--- src/rtl/gcd_lcm_pkg.sv ---
// Shared types and constants for the sequential GCD/LCM engine.
package gcd_lcm_pkg;

    // Top-level controller states
    typedef enum logic [2:0] {
        IDLE,
        GCD,
        DIV,
        MUL,
        DONE
    } gcd_state_e;

    // GCD algorithm selection
    localparam int MODE_SUB = 0;  // swap/subtract
    localparam int MODE_BIN = 1;  // binary (Stein)

endpackage

--- src/rtl/seq_udiv_mul.sv ---
// Sequential divide-then-multiply datapath: q = dividend / divisor (restoring,
// MSB first), then prod = q * mcand (shift-add, MSB first). Each phase takes
// exactly DW steps and both phases share one iteration counter.
module seq_udiv_mul #(
    parameter int DW = 8
) (
    input  logic            clk,
    input  logic            rst,
    input  logic            start,      // load operands, clear counter and accumulator
    input  logic            run,        // advance one step of the current phase
    input  logic            mul_phase,  // 0: divide step, 1: multiply step
    input  logic [DW-1:0]   dividend,
    input  logic [DW-1:0]   divisor,
    input  logic [DW-1:0]   mcand,
    output logic            done,       // high during the last step of the current phase
    output logic [2*DW-1:0] prod        // final product, valid while done is high in the multiply phase
);

    localparam int CW = (DW > 1) ? $clog2(DW) : 1;

    logic [CW-1:0]   cnt_q, cnt_d;
    logic [DW-1:0]   rem_q, rem_d;
    logic [DW-1:0]   quo_q, quo_d;      // dividend shifts out, quotient shifts in; then feeds the multiplier
    logic [DW-1:0]   div_q, div_d;
    logic [DW-1:0]   mcand_q, mcand_d;
    logic [2*DW-1:0] acc_q, acc_d;
    logic [DW:0]     rem_sh;

    assign done = run && (cnt_q == CW'(DW - 1));
    assign prod = acc_d;

    // One divide or multiply step per cycle; the quotient register is reused as multiplier
    always_comb begin
        cnt_d   = cnt_q;
        rem_d   = rem_q;
        quo_d   = quo_q;
        div_d   = div_q;
        mcand_d = mcand_q;
        acc_d   = acc_q;
        rem_sh  = {rem_q, quo_q[DW-1]};
        if (start) begin
            cnt_d   = '0;
            rem_d   = '0;
            quo_d   = dividend;
            div_d   = divisor;
            mcand_d = mcand;
            acc_d   = '0;
        end else if (run) begin
            cnt_d = done ? '0 : cnt_q + CW'(1);
            if (!mul_phase) begin
                if (rem_sh >= {1'b0, div_q}) begin
                    rem_d = DW'(rem_sh - {1'b0, div_q});
                    quo_d = {quo_q[DW-2:0], 1'b1};
                end else begin
                    rem_d = rem_sh[DW-1:0];
                    quo_d = {quo_q[DW-2:0], 1'b0};
                end
            end else begin
                acc_d = {acc_q[2*DW-2:0], 1'b0} + (quo_q[DW-1] ? {{DW{1'b0}}, mcand_q} : '0);
                quo_d = {quo_q[DW-2:0], 1'b0};
            end
        end
    end

    // Datapath registers
    always_ff @(posedge clk or posedge rst) begin
        if (rst) begin
            cnt_q   <= '0;
            rem_q   <= '0;
            quo_q   <= '0;
            div_q   <= '0;
            mcand_q <= '0;
            acc_q   <= '0;
        end else begin
            cnt_q   <= cnt_d;
            rem_q   <= rem_d;
            quo_q   <= quo_d;
            div_q   <= div_d;
            mcand_q <= mcand_d;
            acc_q   <= acc_d;
        end
    end

endmodule

--- src/rtl/gcd_lcm_seq.sv ---
// Multi-cycle GCD/LCM engine with valid/ready handshakes. The GCD runs
// iteratively (subtractive or Stein), then lcm = (a / gcd) * b is formed by the
// sequential divide/multiply datapath. Results are held until accepted.
module gcd_lcm_seq
    import gcd_lcm_pkg::*;
#(
    parameter int DW   = 8,
    parameter int MODE = 0
) (
    input  logic            clk,
    input  logic            rst,
    input  logic            in_valid,
    output logic            in_ready,
    input  logic [DW-1:0]   data_a,
    input  logic [DW-1:0]   data_b,
    output logic            out_valid,
    input  logic            out_ready,
    output logic [DW-1:0]   gcd_o,
    output logic [2*DW-1:0] lcm_o,
    output logic            zero_o
);

    localparam int KW = $clog2(DW) + 1;

    gcd_state_e      state_q, state_d;
    logic [DW-1:0]   a_q, a_d, b_q, b_d;
    logic [DW-1:0]   x_q, x_d, y_q, y_d;
    logic [KW-1:0]   k_q, k_d;
    logic [DW-1:0]   g_q, g_d;
    logic            in_ready_q, in_ready_d;
    logic            out_valid_q, out_valid_d;
    logic [DW-1:0]   gcd_q, gcd_d;
    logic [2*DW-1:0] lcm_q, lcm_d;
    logic            zero_q, zero_d;

    logic            dp_start, dp_run, dp_mul, dp_done;
    logic [2*DW-1:0] dp_prod;
    logic [DW-1:0]   gcd_val;

    assign in_ready  = in_ready_q;
    assign out_valid = out_valid_q;
    assign gcd_o     = gcd_q;
    assign lcm_o     = lcm_q;
    assign zero_o    = zero_q;

    // Stein strips common factors of two into k; restore them when x meets y
    assign gcd_val = (MODE == MODE_BIN) ? (x_q << k_q) : x_q;
    assign dp_run  = (state_q == DIV) || (state_q == MUL);
    assign dp_mul  = (state_q == MUL);

    seq_udiv_mul #(.DW(DW)) u_divmul (
        .clk      (clk),
        .rst      (rst),
        .start    (dp_start),
        .run      (dp_run),
        .mul_phase(dp_mul),
        .dividend (a_q),
        .divisor  (gcd_val),
        .mcand    (b_q),
        .done     (dp_done),
        .prod     (dp_prod)
    );

    // Next-state logic for the controller and the GCD working registers
    always_comb begin
        state_d     = state_q;
        a_d         = a_q;
        b_d         = b_q;
        x_d         = x_q;
        y_d         = y_q;
        k_d         = k_q;
        g_d         = g_q;
        out_valid_d = out_valid_q;
        gcd_d       = gcd_q;
        lcm_d       = lcm_q;
        zero_d      = zero_q;
        dp_start    = 1'b0;
        case (state_q)
            IDLE: begin
                if (in_valid && in_ready_q) begin
                    a_d = data_a;
                    b_d = data_b;
                    x_d = data_a;
                    y_d = data_b;
                    k_d = '0;
                    if (data_a == '0 || data_b == '0) begin
                        // Result is known immediately; it is presented from DONE one cycle later
                        gcd_d   = data_a | data_b;
                        lcm_d   = '0;
                        zero_d  = 1'b1;
                        state_d = DONE;
                    end else begin
                        state_d = GCD;
                    end
                end
            end
            GCD: begin
                if (x_q == y_q) begin
                    g_d      = gcd_val;
                    dp_start = 1'b1;
                    state_d  = DIV;
                end else if (MODE == MODE_SUB) begin
                    if (x_q > y_q) begin
                        x_d = x_q - y_q;
                    end else begin
                        x_d = y_q;
                        y_d = x_q;
                    end
                end else begin
                    unique case ({x_q[0], y_q[0]})
                        2'b00: begin
                            x_d = x_q >> 1;
                            y_d = y_q >> 1;
                            k_d = k_q + KW'(1);
                        end
                        2'b01:   x_d = x_q >> 1;
                        2'b10:   y_d = y_q >> 1;
                        default: begin
                            if (x_q > y_q) x_d = x_q - y_q;
                            else           y_d = y_q - x_q;
                        end
                    endcase
                end
            end
            DIV: begin
                if (dp_done) state_d = MUL;
            end
            MUL: begin
                if (dp_done) begin
                    gcd_d       = g_q;
                    lcm_d       = dp_prod;
                    zero_d      = 1'b0;
                    out_valid_d = 1'b1;
                    state_d     = DONE;
                end
            end
            DONE: begin
                if (!out_valid_q) begin
                    out_valid_d = 1'b1;
                end else if (out_ready) begin
                    out_valid_d = 1'b0;
                    state_d     = IDLE;
                end
            end
            default: state_d = IDLE;
        endcase
        in_ready_d = (state_d == IDLE);
    end

    // Controller state, working registers and registered outputs
    always_ff @(posedge clk or posedge rst) begin
        if (rst) begin
            state_q     <= IDLE;
            a_q         <= '0;
            b_q         <= '0;
            x_q         <= '0;
            y_q         <= '0;
            k_q         <= '0;
            g_q         <= '0;
            in_ready_q  <= 1'b0;
            out_valid_q <= 1'b0;
            gcd_q       <= '0;
            lcm_q       <= '0;
            zero_q      <= 1'b0;
        end else begin
            state_q     <= state_d;
            a_q         <= a_d;
            b_q         <= b_d;
            x_q         <= x_d;
            y_q         <= y_d;
            k_q         <= k_d;
            g_q         <= g_d;
            in_ready_q  <= in_ready_d;
            out_valid_q <= out_valid_d;
            gcd_q       <= gcd_d;
            lcm_q       <= lcm_d;
            zero_q      <= zero_d;
        end
    end

endmodule

--- config.mk ---
export PLATFORM = sky130hd
export DESIGN_NAME = gcd_lcm_seq
export DESIGN_NICKNAME = d
export VERILOG_FILES = /design/src/rtl/gcd_lcm_pkg.sv /design/src/rtl/seq_udiv_mul.sv /design/src/rtl/gcd_lcm_seq.sv
export SDC_FILE = /design/constraint.sdc
export NUM_CORES = 1
export LEC_CHECK = 0
export ABC_CLOCK_PERIOD_IN_PS = 4300
export CAP_MARGIN = 30
export CORE_ASPECT_RATIO = 1.25
export CORE_MARGIN = 2
export CORE_UTILIZATION = 59
export CTS_CLUSTER_SIZE = 10
export DETAILED_ROUTE_END_ITERATION = 6
export GPL_ROUTABILITY_DRIVEN = 0
export MAX_ROUTING_LAYER = met4
export PLACE_DENSITY = 0.86
export SYNTH_ARGS = -nofsm -noshare
export SYNTH_HDL_FRONTEND = slang
export SYNTH_SLANG_ARGS = --single-unit
--- constraint.sdc ---
create_clock -name clk -period 4.3 [get_ports clk]
set_input_delay 0.645 -clock clk [delete_from_list [all_inputs] [get_ports clk]]
set_output_delay 0.645 -clock clk [all_outputs]
set_load 0.05 [all_outputs]
==> flow_summary.json, run 1 <==
{
  "synth_cell_types": 71,
  "numClockSinks": 112,
  "initial_core_util_pct": 60.0,
  "grt_max_degree": 69,
  "port_buffers": 46,
  "ys_warn_count": 0,
  "hold_start": "u_divmul.mcand_q[7]",
  "crit_required_ps": 4540,
  "slew_viol_final": 0,
  "wl_mm": 15.6,
  "rsz0062_at_grt": "false",
  "hold_buffers": 0,
  "layout_setup_ws_ps": 1390,
  "cts_tree": "done",
  "async_reset_ff_share_pct": 100,
  "slew_headroom_pct": 43.5,
  "ys_seq_area_share_pct": 44.6,
  "dp_slack_ps": 1470,
  "synth-seq-cells": 112,
  "r2r-start": "state_q[0]",
  "core.rowCount": 42,
  "drive_gt1_share_pct": 7.28,
  "multi_input_area_um2": 3220,
  "total_power_mw": 4.76,
  "synth_nets": 713,
  "post_cts_buffers": 0,
  "crit_path_start": "state_q[0]",
  "worst_clock_skew_ps": 11.2,
  "grt_pass1_wl_mm": 25.9,
  "peakVddDrop_uv": 612,
  "synth.avg_cell_area_um2": 9.44,
  "synth_edf_count": 0,
  "setup_viol": 0,
  "cts_root_buf": "clkbuf_16",
  "die-area_um2": 11500,
  "syn_to_final_growth_pct": 12.9,
  "cap_violations": 0,
  "synthTopCellsByCount": "nand2_1 (131), dfrtp_1 (112), o21ai_0 (52), nor2_1 (34), inv_1 (28)",
  "clockBufferDepth": 2,
  "worstSetupPathType": "flip-flop to flip-flop",
  "synth_most_common_cell": "nand2_1",
  "dp_hpwl_mm": 11.1,
  "drc_errors": 0,
  "coreArea_um2": 10500,
  "fin_setup_tns_ps": 0,
  "netlist.top_cell.by_area": "dfrtp_1",
  "arrival_ps": 3160,
  "ioPinCount": 47,
  "wl_per_cell_um": 18.8,
  "via_count": 5345,
  "grt-ovfl-total": 0,
  "synth.area.top_cells": "dfrtp_1 (45%), nand2_1 (7.8%), ha_1 (5.0%)",
  "p_per_area_nw_per_um2": 672,
  "ctsResizeCount": 0,
  "synth_top_cell_area_share_pct": 44.6,
  "worstHoldPathType": "flip-flop to flip-flop",
  "cts_made_buffers": 9,
  "fmax_mhz": 343,
  "hold_violations": 0,
  "ant_nets": 0,
  "n_fill_cell": 798,
  "dr.first_iter.drc_count": 494,
  "synthesis.area_um2": 6280,
  "outcome": "finished, final reports clean",
  "crit_path_max_fanout": 27,
  "synth-main-ff-cell": "dfrtp_1",
  "grt.total_usage_pct": 30.0,
  "die_h_um": 119,
  "via_per_inst": 6.42,
  "htree_levels": 3,
  "antenna_found_initial": 0,
  "n_antenna_cell": 0,
  "crit_path_end_kind": "flip-flop",
  "die_w_um": 96.3,
  "first_pass_iters": 5,
  "fin_crit_sh_pct": 67.8,
  "clk_pin_slew_ps": 70,
  "power.leakage_nw": 3.19,
  "period_minus_slack_ps": 2910,
  "netlist_instances": 665,
  "fin_nets": 745,
  "tightest_slew_ps": 848,
  "register_area_um2": 2800,
  "clock_latency_ps": 360,
  "grt_pass1_vias": 5326,
  "setup.worst_path.start_class": "flip-flop"
}
## flip-flops by register name (all words and copies together), names as in the netlist, 8 cells and up
| register | flops |
|---|---|
| gcd_o | 8 |
| gcd_val | 8 |
| u_divmul.mcand_q | 8 |
| lcm_o | 16 |
| y_q | 8 |
| g_q | 8 |
| u_divmul.acc_q | 15 |
| b_q | 8 |
| a_q | 8 |
| u_divmul.quo_q | 8 |
| u_divmul.rem_q | 8 |
## worst max-delay path: stages, from the launching register on
cell	delay (ps)
dfrtp_1	680
nor3b_2	570
nand3_1	620
buf_4	450
and3_1	210
a221o_1	260
## metal layers
| layer | track usage (%) | vias to the layer above | wire, µm |
|---|---|---|---|
| met5 | - | - | 0 |
| li1 | - | 2424 | - |
| met3 | 5.82 | 49 | 939 |
| met2 | 46.4 | 254 | 7870 |
| met4 | 14.0 | 0 | 661 |
| met1 | 37.9 | 2618 | 6170 |
## stage by stage
step           util, %  instance area (µm²)  std cells  hold WS [ps]
3_3_place_gp      65.1                 6810        817           453
4_1_cts           67.7                 7080        832           473
2_1_floorplan        -                 6280        665           438
6_report          67.8                 7090        833           470
3_5_place_dp      65.1                 6810        817           455
5_1_grt           67.8                 7090        833           509
## cell families (layout without fill, tap and decap cells)
group	count (synthesis)	after routing	synth area share, %
AO/OA/AOI/OAI	154	154	16.7
XOR/XNOR	17	17	2.37
adder cells (fa/ha/maj)	28	28	5.94
buffers and inverters	59	95	4.01
flip-flops	112	112	44.6
multiplexers	34	34	6.06
AND/OR/NAND/NOR	261	261	20.2
## placed cells by master, fill, tap and decap left out, types with 13 or more instances in the layout
cell type / instances
a21oi_1: 20
and2_1: 13
clkdlybuf4s50_1: 46
dfrtp_1: 112
ha_1: 25
inv_1: 27
mux2i_1: 20
nand2_1: 131
nand3_1: 19
nor2_1: 34
o21ai_0: 52
## final cells by class
type	count	share of cell area, %
clock buffer	10	3.23
clock inverter	5	0.583
inverter	28	1.52
multi-input combinational	494	45.5
sequential	112	39.5
tap	132	2.33
timing repair buffer	52	7.31
## worst paths after layout
check	slack (ps)	cells past startpoint	end
setup reg to reg	1390	5	u_divmul.rem_q[5]
min in group asynchronous	800	2	lcm_o[6]
hold reg to reg	470	2	u_divmul.mcand_q[7]
setup / recovery	1390	5	u_divmul.rem_q[5]
hold / removal	470	2	u_divmul.mcand_q[7]
max in group asynchronous	2750	3	gcd_o[3]
## report_power, final
group | internal (mW) | switching (mW)
Combinational | 0.940 | 1.40
Clock | 0.398 | 0.400
Sequential | 1.37 | 0.258
(Power assumes the default switching activity.)
==> inputs of run 2 (changes only) <==
ABC_CLOCK_PERIOD_IN_PS = 3100   (was 4300)
clock period = 3.1 ns   (was 4.3 ns; I/O delays follow)
==> run 2 against run 1 <==
Net effect: sequential power rose by 37%; largest cell class unchanged; register-to-register slack got worse by 1100 ps; clock power up 38%; highest routed layer unchanged; sequential share of layout area shrank 0.28 points; critical path type unchanged.
==> flow_summary.json, run 2 (synthesis gave the netlist of run 1 again) <==
{
  "dp_hpwl_mm": 11.5,
  "drive_gt1_share_pct": 8.07,
  "grt.total_usage_pct": 30.1,
  "crit_path_cell_trace": "inv_1, ha_1, fa_1, nand2b_1, a211oi_2, o21ai_1, buf_4, o21ai_4, mux2_1",
  "tightest_slew_ps": 789,
  "port_buffers": 46,
  "fin_nets": 750,
  "slew_viol_final": 0,
  "core.rowCount": 42,
  "fin_crit_sh_pct": 91.3,
  "hold_violations": 0,
  "crit_required_ps": 3330,
  "cap_violations": 0,
  "power.leakage_nw": 3.21,
  "layout_setup_ws_ps": 270,
  "largest_reg_flops": 16,
  "critPathBufInv": 2,
  "cts_made_buffers": 9,
  "grt_max_degree": 48,
  "grt_pass1_wl_mm": 26.1,
  "p_per_area_nw_per_um2": 944,
  "via_count": 5425,
  "dr.first_iter.drc_count": 474,
  "die_w_um": 96.3,
  "crit_family": "compound AO/OA/AOI/OAI gates",
  "rsz0062_at_grt": "false",
  "arrival_ps": 3060,
  "cts_root_buf": "clkbuf_16",
  "worst_clock_skew_ps": 7.27,
  "ioPinCount": 47,
  "hold_ws_ps": 471,
  "fmax_mhz": 353,
  "worstHoldPathType": "flip-flop to flip-flop",
  "slew_headroom_pct": 47.3,
  "crit_path_max_fanout": 11,
  "outcome": "finished, final reports clean",
  "clock_latency_ps": 350,
  "mostFrequentLayoutCells": "nand2_1 (131), dfrtp_1 (112), o21ai_0 (52), clkdlybuf4s50_1 (46), nor2_1 (34)",
  "cts_tree": "done",
  "numClockSinks": 112,
  "grt-ovfl-total": 0,
  "initial_core_util_pct": 60.0,
  "setup_viol": 0,
  "ctsResizeCount": 0,
  "worstSetupPathType": "flip-flop to flip-flop",
  "htree_levels": 3,
  "fin_setup_tns_ps": 0,
  "fin_util_pct": 68.3,
  "die-area_um2": 11500,
  "antenna_found_initial": 0,
  "wl_per_cell_um": 19.3,
  "layout_commonest_cell": "nand2_1",
  "worst_path_largest_cell_delay_ps": 410,
  "post_cts_buffers": 0,
  "clk_pin_slew_ps": 70,
  "wl_mm": 16.2,
  "drc_errors": 0,
  "setup.worst_path.start_class": "flip-flop",
  "crit_path_end_kind": "flip-flop",
  "syn_to_final_growth_pct": 13.7,
  "coreArea_um2": 10500,
  "critical_path.slowest_cell": "fa_1",
  "die_h_um": 119,
  "n_antenna_cell": 0,
  "hold_buffers": 0,
  "grt_pass1_vias": 5369,
  "clockBufferDepth": 2,
  "ant_nets": 0,
  "dp_slack_ps": 215,
  "total_power_mw": 6.74,
  "peakVddDrop_uv": 695,
  "first_pass_iters": 6,
  "via_per_inst": 6.47,
  "period_minus_slack_ps": 2830
}
==> run 2: final timing paths <==
check / from / to / slack (ps) / depth (start not counted)
setup reg to reg: gcd_val[0] / y_q[0] / 270 / 9
hold reg to reg: b_q[2] / u_divmul.mcand_q[2] / 470 / 2
hold / removal: b_q[2] / u_divmul.mcand_q[2] / 470 / 2
min in group asynchronous: rst / lcm_o[5] / 600 / 2
setup / recovery: gcd_val[0] / y_q[0] / 270 / 9
max in group asynchronous: rst / y_q[4] / 1820 / 3
==> run 2: layout make-up <==
cell class                      instances  area (µm²)
Fill cell                             776        3320
Tap cell                              132         165
Timing Repair Buffer                   57         568
Clock buffer                            9         225
Clock inverter                          6        45.0
Sequential cell                       112        2800
Multi-Input combinational cell        494        3220
Inverter                               28         109
==> run 2: worst min-delay path, delay by kind of cell, from the launching register on <==
kind | cells | cell delay, ps
flops | 1 | 350
simple gates | 2 | 100
==> run 2: report_power, final <==
part	internal (mW)	leakage [nW]	switching [mW]
registers	1.89	1.38	0.325
logic	1.33	1.71	2.09
clock network	0.547	0.130	0.554
total	3.77	3.21	2.97
==> run 2: metal layers <==
layer | global-route usage, % | up-vias | share of wire [%]
li1 | - | 2430 | -
met1 | 36.7 | 2591 | 39
met2 | 47.6 | 310 | 49
met3 | 4.74 | 94 | 7.0
met4 | 16.3 | 0 | 5.2
met5 | - | - | 0
==> run 2: per-stage QoR <==
stage          instance area [µm²]  std cells
3_5_place_dp                  6860        822
3_3_place_gp                  6860        822
6_report                      7140        838
4_1_cts                       7130        837
2_1_floorplan                 6280        665
5_1_grt                       7140        838
==> inputs of run 3 (changes only) <==
ABC_CLOCK_PERIOD_IN_PS = 3190   (was 3100)
CORE_MARGIN = 5   (was 2)
clock period = 3.19 ns   (was 3.1 ns; I/O delays follow)
==> run 3 against run 2 <==
Net effect: first-iteration DRC count fell by 2.1%; clock skew barely moved; count of clock-buffer cells in the layout rose by 3; setup slack improved by 120 ps; register-to-register slack improved by 120 ps; largest cell class unchanged.
==> flow_summary.json, run 3 (synthesis gave the netlist of run 1 again) <==
{
  "outcome": "finished, final reports clean",
  "peakVddDrop_uv": 717,
  "via_count": 5453,
  "worst_clock_skew_ps": 6.96,
  "drive_gt1_share_pct": 7.79,
  "ant_nets": 0,
  "n_antenna_cell": 0,
  "grt-ovfl-total": 0,
  "cts_made_buffers": 9,
  "final_cell_area_um2": 7150,
  "seqPwrFrac_pct": 32.7,
  "die-area_um2": 12800,
  "regToRegEndpoint": "y_q[0]",
  "wl_mm": 16.5,
  "hold_start": "u_divmul.mcand_q[4]",
  "wl_per_cell_um": 19.7,
  "mostFrequentLayoutCells": "nand2_1 (131), dfrtp_1 (112), o21ai_0 (52), clkdlybuf4s50_1 (46), nor2_1 (34)",
  "setup_viol": 0,
  "grt.total_usage_pct": 27.7,
  "numClockSinks": 112,
  "crit_path_max_fanout": 11,
  "die_w_um": 102,
  "hold_buffers": 0,
  "syn_to_final_growth_pct": 13.9,
  "initial_core_util_pct": 59.7,
  "grt_max_degree": 113,
  "grt_pass1_vias": 5581,
  "combPwrFrac_pct": 49.9,
  "dr.first_iter.drc_count": 464,
  "clk_pin_slew_ps": 70,
  "hold_violations": 0,
  "worst-r2r-cell-count": 9,
  "holdPathEnd": "u_divmul.mcand_q[4]",
  "rsz0062_at_grt": "false",
  "via_per_inst": 6.51,
  "cts_root_buf": "clkbuf_16",
  "port_buffers": 46,
  "clockBufferDepth": 2,
  "crit_path_cell_trace": "inv_1, ha_1, fa_1, nand2b_1, a211oi_2, o21ai_1, buf_4, o21ai_4, mux2_1",
  "setup.worst_path.start_class": "flip-flop",
  "total_power_mw": 6.64,
  "fin_setup_tns_ps": 0,
  "power.leakage_nw": 3.21,
  "layout_commonest_cell": "nand2_1",
  "drc_errors": 0,
  "p_sw_share_pct": 43.1,
  "largest_reg_flops": 16,
  "worst_path_largest_cell_delay_ps": 410,
  "core.rowCount": 42,
  "arrival_ps": 3040,
  "htree_levels": 3,
  "critPathBufInv": 2,
  "fin_util_pct": 68.0,
  "slew_headroom_pct": 47.1,
  "critical_path.slowest_cell": "fa_1",
  "instances_no_fill": 838,
  "crit_family": "compound AO/OA/AOI/OAI gates",
  "worstSetupPathType": "flip-flop to flip-flop",
  "p_int_mw": 3.78,
  "antenna_found_initial": 0,
  "r2r-start": "gcd_val[0]",
  "fin_crit_sh_pct": 87.9,
  "fmax_mhz": 357,
  "placed_cell_area_um2": 6840,
  "p_per_area_nw_per_um2": 929,
  "period_minus_slack_ps": 2800,
  "grt_pass1_wl_mm": 27.4,
  "ioPinCount": 47,
  "coreArea_um2": 10500,
  "clock_latency_ps": 360,
  "p_sw_mw": 2.86,
  "tightest_slew_ps": 794,
  "dp_hpwl_mm": 11.4,
  "regToRegSetupSlack_ps": 390,
  "crit_path_end_kind": "flip-flop",
  "clkPwrFrac_pct": 17.4,
  "crit_required_ps": 3430,
  "die_h_um": 125,
  "worstHoldPathType": "flip-flop to flip-flop",
  "first_pass_iters": 5,
  "cap_violations": 0,
  "dp_cells": 821,
  "fin_nets": 749,
  "ctsResizeCount": 0,
  "post_cts_buffers": 0,
  "min_path_cells": 2,
  "cts_tree": "done",
  "slew_viol_final": 0
}
-- run 3: cell count changes in the layout (fill, tap and decap cells not counted) --
cell / before / now
bufinv_16: 0 / 1
inv_8: 1 / 0
clkbuf_8: 0 / 1
clkbuf_1: 0 / 2
buf_12: 2 / 1
clkinv_4: 0 / 1
inv_6: 1 / 0
clkinv_2: 2 / 0
-- run 3: layout make-up --
class	count	area, µm²
clock buffers	12	246
clock inverters	4	53.8
fillers	805	3360
inverters	28	109
multi-input cells	494	3220
flip-flops and latches	112	2800
well taps	132	165
repair buffers	56	548
-- run 3: worst reg2reg max path, cell delays in order, from the launching register on --
cell	delay (ps)
dfrtp_1	380
inv_1	80
ha_1	220
fa_1	410
nand2b_1	220
a211oi_2	300
o21ai_1	150
buf_4	230
o21ai_4	330
mux2_1	370
-- run 3: how the worst max path moves through the flow --
| stage | start | endpoint | slack [ps] | cells past startpoint |
|---|---|---|---|---|
| floorplan | u_divmul.quo_q[7] | u_divmul.acc_q[9] | 800 | 8 |
| global placement | gcd_val[0] | y_q[0] | 530 | 8 |
| detailed placement | gcd_val[0] | y_q[0] | 330 | 8 |
| CTS | gcd_val[0] | y_q[0] | 270 | 8 |
| global route | u_divmul.quo_q[7] | lcm_o[11] | 250 | 8 |
| finish | gcd_val[0] | y_q[0] | 390 | 9 |
-- run 3: per-layer routing --
| metal | GRT usage [%] | wire length, µm |
|---|---|---|
| met4 | 12.6 | 684 |
| met5 | - | 0 |
| met2 | 45.6 | 8400 |
| met3 | 3.73 | 1190 |
| met1 | 33.5 | 6250 |
-- run 3: per-stage QoR --
stage,hold WS (ps),setup slack (ps)
2_1_floorplan,438,805
3_3_place_gp,452,535
3_5_place_dp,460,326
4_1_cts,480,271
5_1_grt,501,245
6_report,478,387
-- run 3: power by group through the flow --
| stage | clock (mW) | combinational [mW] | sequential (mW) |
|---|---|---|---|
| 2_1_floorplan | 0 | 2.29 | 2.22 |
| 3_3_place_gp | 0 | 3.02 | 2.15 |
| 3_5_place_dp | 0 | 3.17 | 2.18 |
| 4_1_cts | 1.16 | 3.22 | 2.16 |
| 5_1_grt | 1.23 | 3.58 | 2.21 |
| 6_report | 1.16 | 3.32 | 2.17 |
==> edit 1, RTL diff (flow settings as in run 1) <==
Re-encode `gcd_state_e` (5 states) as one-hot, 5 bits wide.
--- a/src/rtl/gcd_lcm_pkg.sv
+++ b/src/rtl/gcd_lcm_pkg.sv
@@ -2,12 +2,12 @@
 package gcd_lcm_pkg;
 
     // Top-level controller states
-    typedef enum logic [2:0] {
-        IDLE,
-        GCD,
-        DIV,
-        MUL,
-        DONE
+    typedef enum logic [4:0] {
+        IDLE = 5'b00001,
+        GCD  = 5'b00010,
+        DIV  = 5'b00100,
+        MUL  = 5'b01000,
+        DONE = 5'b10000
     } gcd_state_e;
 
     // GCD algorithm selection
Check against the original RTL: same outputs for any inputs over 4 cycles, from zero or initial values and one cycle with rst high; so few cycles prove little.
==> edit 1 against run 1 <==
- fmax fell by 1.9%
- die area down 3.0%
- sequential share of layout area down 0.21 points
- critical path depth increased by 1
- sequential cell count is 2 higher
- synthesized cell count decreased by 1.1%
- routed wire length is 1.1% lower
- via count down 2.0%
- final cell count is 1.1% higher
- final area rose by 2.4%
- area after synthesis down 3.1%
- total power fell by 6.3%
- clock power up 93%
- setup slack got worse by 57 ps
==> edit 1: results (changes against run 1) <==
Vias in the first global route - 5253 (-1.4%)
Max-slew violations - 0 (unchanged)
CTS Buffer Depth - 2 (unchanged)
Setup Fix Bufs, Post-CTS - 0 (unchanged)
Post-synth ARST share - 100.0% (unchanged)
Warnings from Yosys - 0 (unchanged)
Top cells by area, synth - dfrtp_1, nand2_1, ha_1
Final Skew - 7.256 ps (-3.896 ps)
Max FO, Critical Path - 24 (-11%)
ANT cells - 0 (unchanged)
Tightest Pin Transition - 980.2 ps (+132.3 ps)
Largest net degree at the start of global routing - 74 (+7.2%)
Worst r2r path cells - 6 (+1)
Port-buffer cells - 46 (unchanged)
Clock Latency Late Sink - 420 ps (+60 ps)
Filler cell count - 741 (-7.1%)
Hold crit path type - register to register
First DRT Iteration DRCs - 486 (-1.6%)
DP HPWL - 10480 um (-5.5%)
Status - completed
Clk slew on worst S/H paths - 50 ps (-20 ps)
CP peak stage delay - 760 ps (+80 ps)
Nets@finish - 748 (+0.40%)
Wirelength per Cell - 18.36 um (-2.2%)
CTS resizes - 0 (unchanged)
First drt pass iteration count - 7 (+2)
Number of flip-flops in the largest register - 16 (unchanged)
Initial antenna violation count - 0 (unchanged)
CTS H-tree depth - 4 (+1)
Worst path slowest cell - nand2b_1
First-pass GRT wire length - 25910 um (unchanged)
Worst Hold Path Cells - 2 (unchanged)
Root buffer cell - clkbuf_16
Mapped Nets - 706 (-0.98%)
CTS Buf Count - 17 (+8)
Final Critical Period - 2971 ps (+56.76 ps)
Peak VDD IR - 0.0004310 V (-30%)
Seq/Total Area, Yosys - 46.91% (+2.3 points)
CP Data Arrival Time - 3300 ps (+140 ps)
Overall Global Routing Usage - 31.01% (+0.98 points)
Final setup viols - 0 (unchanged)
Crit-path leading delay family - simple AND/OR/NAND/NOR gates
Via Count - 5237 (-2.0%)
Post-synth top cells - nand2_1, dfrtp_1, o21ai_0
Leakage - 3.407 nW (+6.8%)
Proportion of layout cells with a drive suffix above 1 - 8.696% (+1.4 points)
Count of cell types in the netlist - 61 (-14%)
==> edit 1: layout make-up <==
class	instances	area share, %
clock buffers	21	6.347
clock inverters	11	2.518
inverters	22	1.173
multi-input cells	493	41.32
flip-flops and latches	114	39.34
well taps	129	2.225
repair buffers	52	7.071
==> edit 1: tightest hold or removal path, cell delays in order, from the launching register on <==
cell and delay [ps]:
dfrtp_1 340, nand2_1 50, nand2_1 50
==> edit 1: power breakdown <==
group / switching (W) / internal (W) / leakage [nW]
registers: 0.000177 / 0.00130 / 1.42
logic: 0.000897 / 0.000551 / 1.67
clock network: 0.000487 / 0.00105 / 0.317
==> edit 1: per-layer routing <==
layer / global-route usage [%] / share of wire, %
met4: 16.03 / 5.5
met3: 7.810 / 5.7
met2: 48.05 / 50
met1: 37.16 / 39
met5: - / 0
==> edit 1: per-stage QoR <==
step	area [um2]	instances	utilization, %	setup WS, ps	power (W)
floorplan	6085	658	-	640.9	0.002496
detailed placement	6611	810	65.75	1375	0.002888
finish	7254	842	72.15	1329	0.004461
global route	7254	842	72.15	1086	0.004691
CTS	7254	842	72.15	1369	0.004438
global placement	6596	809	65.60	1439	0.002804
==> edit 1: final timing paths <==
kind	from	endpoint	slack [ps]
min in group asynchronous	rst	lcm_o[1]	740
worst max-delay path	state_q[3]	y_q[3]	1330
worst min-delay path	b_q[5]	u_divmul.mcand_q[5]	480
worst min register to register	b_q[5]	u_divmul.mcand_q[5]	480
max in group asynchronous	rst	g_q[5]	2630
worst max register to register	state_q[3]	y_q[3]	1330
==> edit 1: cell families (layout without fill, tap and decap cells) <==
kind of cell | Yosys count | after routing | synth area share, %
xor gates and xnor gates | 19 | 19 | 2.735
buffers and inverters | 51 | 106 | 3.825
and+or+nand+nor | 273 | 273 | 20.87
adders and majority gates | 28 | 28 | 6.128
muxes | 17 | 17 | 2.797
AOI/OAI and AO/OA | 156 | 156 | 16.74
DFF | 114 | 114 | 46.91
==> edit 2, RTL diff (settings of run 1) <==
Without the edit above. `DW` is set to 8 in 2 places; all go to 16.
--- a/src/rtl/seq_udiv_mul.sv
+++ b/src/rtl/seq_udiv_mul.sv
@@ -2,7 +2,7 @@
 // MSB first), then prod = q * mcand (shift-add, MSB first). Each phase takes
 // exactly DW steps and both phases share one iteration counter.
 module seq_udiv_mul #(
-    parameter int DW = 8
+    parameter int DW = 16
 ) (
     input  logic            clk,
     input  logic            rst,
--- a/src/rtl/gcd_lcm_seq.sv
+++ b/src/rtl/gcd_lcm_seq.sv
@@ -4,7 +4,7 @@
 module gcd_lcm_seq
     import gcd_lcm_pkg::*;
 #(
-    parameter int DW   = 8,
+    parameter int DW   = 16,
     parameter int MODE = 0
 ) (
     input  logic            clk,
Interface: changed (resized data_a, data_b, gcd_o and lcm_o); port bits go from 47 to 87. No check against the original RTL was run, so the function may have changed too.
==> edit 2 against run 1 <==
- the flow now finishes with violations (DRC)
- area after synthesis up 85%
- total power rose by 59%
- sequential cell count up 105
- routed wire length is 96% higher
- final area increased by 89%
- setup slack worse by 360 ps
- worst hold slack got worse by 58 ps
- clock power is 130% higher
- largest cell class unchanged
==> edit 2: results (changes against run 1) <==
Post-DP Area - 12760 um2 (+87%)
Status - finished, violations left
First-pass GRT wire length - 49740 um (+92%)
Syn Area/Cell - 9.143 um2 (-3.1%)
Seq/Total Area, Yosys - 46.69% (+2.0 points)
Vias in the first global route - 9984 (+87%)
DR vias/cell - 6.199 (-3.4%)
R2r setup slk - 1020 ps (-360 ps)
Max FO, Critical Path - 31 (+15%)
Dpl cells - 1579 (+93%)
Count of cell types in the netlist - 61 (-14%)
WL met2 - 14840 um (+89%)
First drt pass iteration count - 7 (+2)
Peak VDD IR - 0.0005106 V (-17%)
FF-to-FF Start - y_q[12]
DP HPWL - 21400 um (+93%)
Mapped Nets - 1359 (+91%)
Power share of the clock group - 24.0% (+7.3 points)
Worst r2r path cells - 12 (+7)
Port-buffer cells - 86 (+87%)
Overall Global Routing Usage - 30.84% (+0.81 points)
Multiplexer area fraction after synthesis - 5.465% (-0.59 points)
Post-Route M1 WL - 11870 um (+92%)
DRC viols - 3 (+3)
FF-to-FF End - y_q[15]
Clock Latency Late Sink - 520 ps (+160 ps)
First DRT Iteration DRCs - 1052 (+110%)
Filler cell count - 1477 (+85%)
Comb power - 0.00292 W (+25%)
WHS - 412.3 ps (-58.05 ps)
Wirelength per Cell - 19.12 um (+1.9%)
Hold crit path type - primary input to asynchronous set/reset pin
Synth Area in Adders - 5.680% (-0.26 points)
Leakage - 6.266 nW (+96%)
Failing checks - DRC
Synth Area in Compound Gates - 16.80% (+0.062 points)
[edit 2: through the flow]
| step | worst slack [ps] | util (%) | power (W) |
|---|---|---|---|
| after floorplan | 828.9 | - | 0.004958 |
| after global placement | 1217 | 65.78 | 0.005554 |
| after detailed placement | 1107 | 65.78 | 0.005679 |
| after CTS | 1092 | 69.09 | 0.007497 |
| after global routing | 801.5 | 69.09 | 0.007992 |
| final | 1023 | 69.09 | 0.007551 |
[edit 2: cells by family after synthesis]
logic type	count (synthesis)
xor gates and xnor gates	53
DFF	217
and+or+nand+nor	455
AOI/OAI and AO/OA	325
muxes	59
buffers and inverters	112
adders and majority gates	51
[edit 2: cell type report]
type / instances / area share, %
well taps: 265 / 2.474
clock buffers: 27 / 4.798
multi-input cells: 943 / 43.16
flip-flops and latches: 217 / 40.52
inverters: 53 / 1.512
repair buffers: 101 / 7.543
[edit 2: layer usage]
layer,vias up,global-route usage [%]
met4,0,14.91
li1,4565,-
met5,-,-
met2,473,49.52
met1,4806,37.29
met3,112,6.062
[edit 2: worst max path at each step]
stage	startpoint	to	slack [ps]
6_report	y_q[12]	y_q[15]	1020
5_1_grt	u_divmul.quo_q[15]	u_divmul.rem_q[0]	800
4_1_cts	y_q[10]	y_q[15]	1090
3_5_place_dp	y_q[10]	y_q[15]	1110
3_3_place_gp	y_q[10]	y_q[6]	1220
2_1_floorplan	rst	a_q[0]	830
[edit 2: critical path, stage by stage (launching register included)]
cell     delay [ps]
dfrtp_1         380
inv_1            60
ha_1            350
and3_1          200
and4_1          260
and3_1          210
nor2_1          160
o21a_1          150
buf_4           310
o21a_1          590
buf_4           320
nor2_1           70
a31oi_1         140
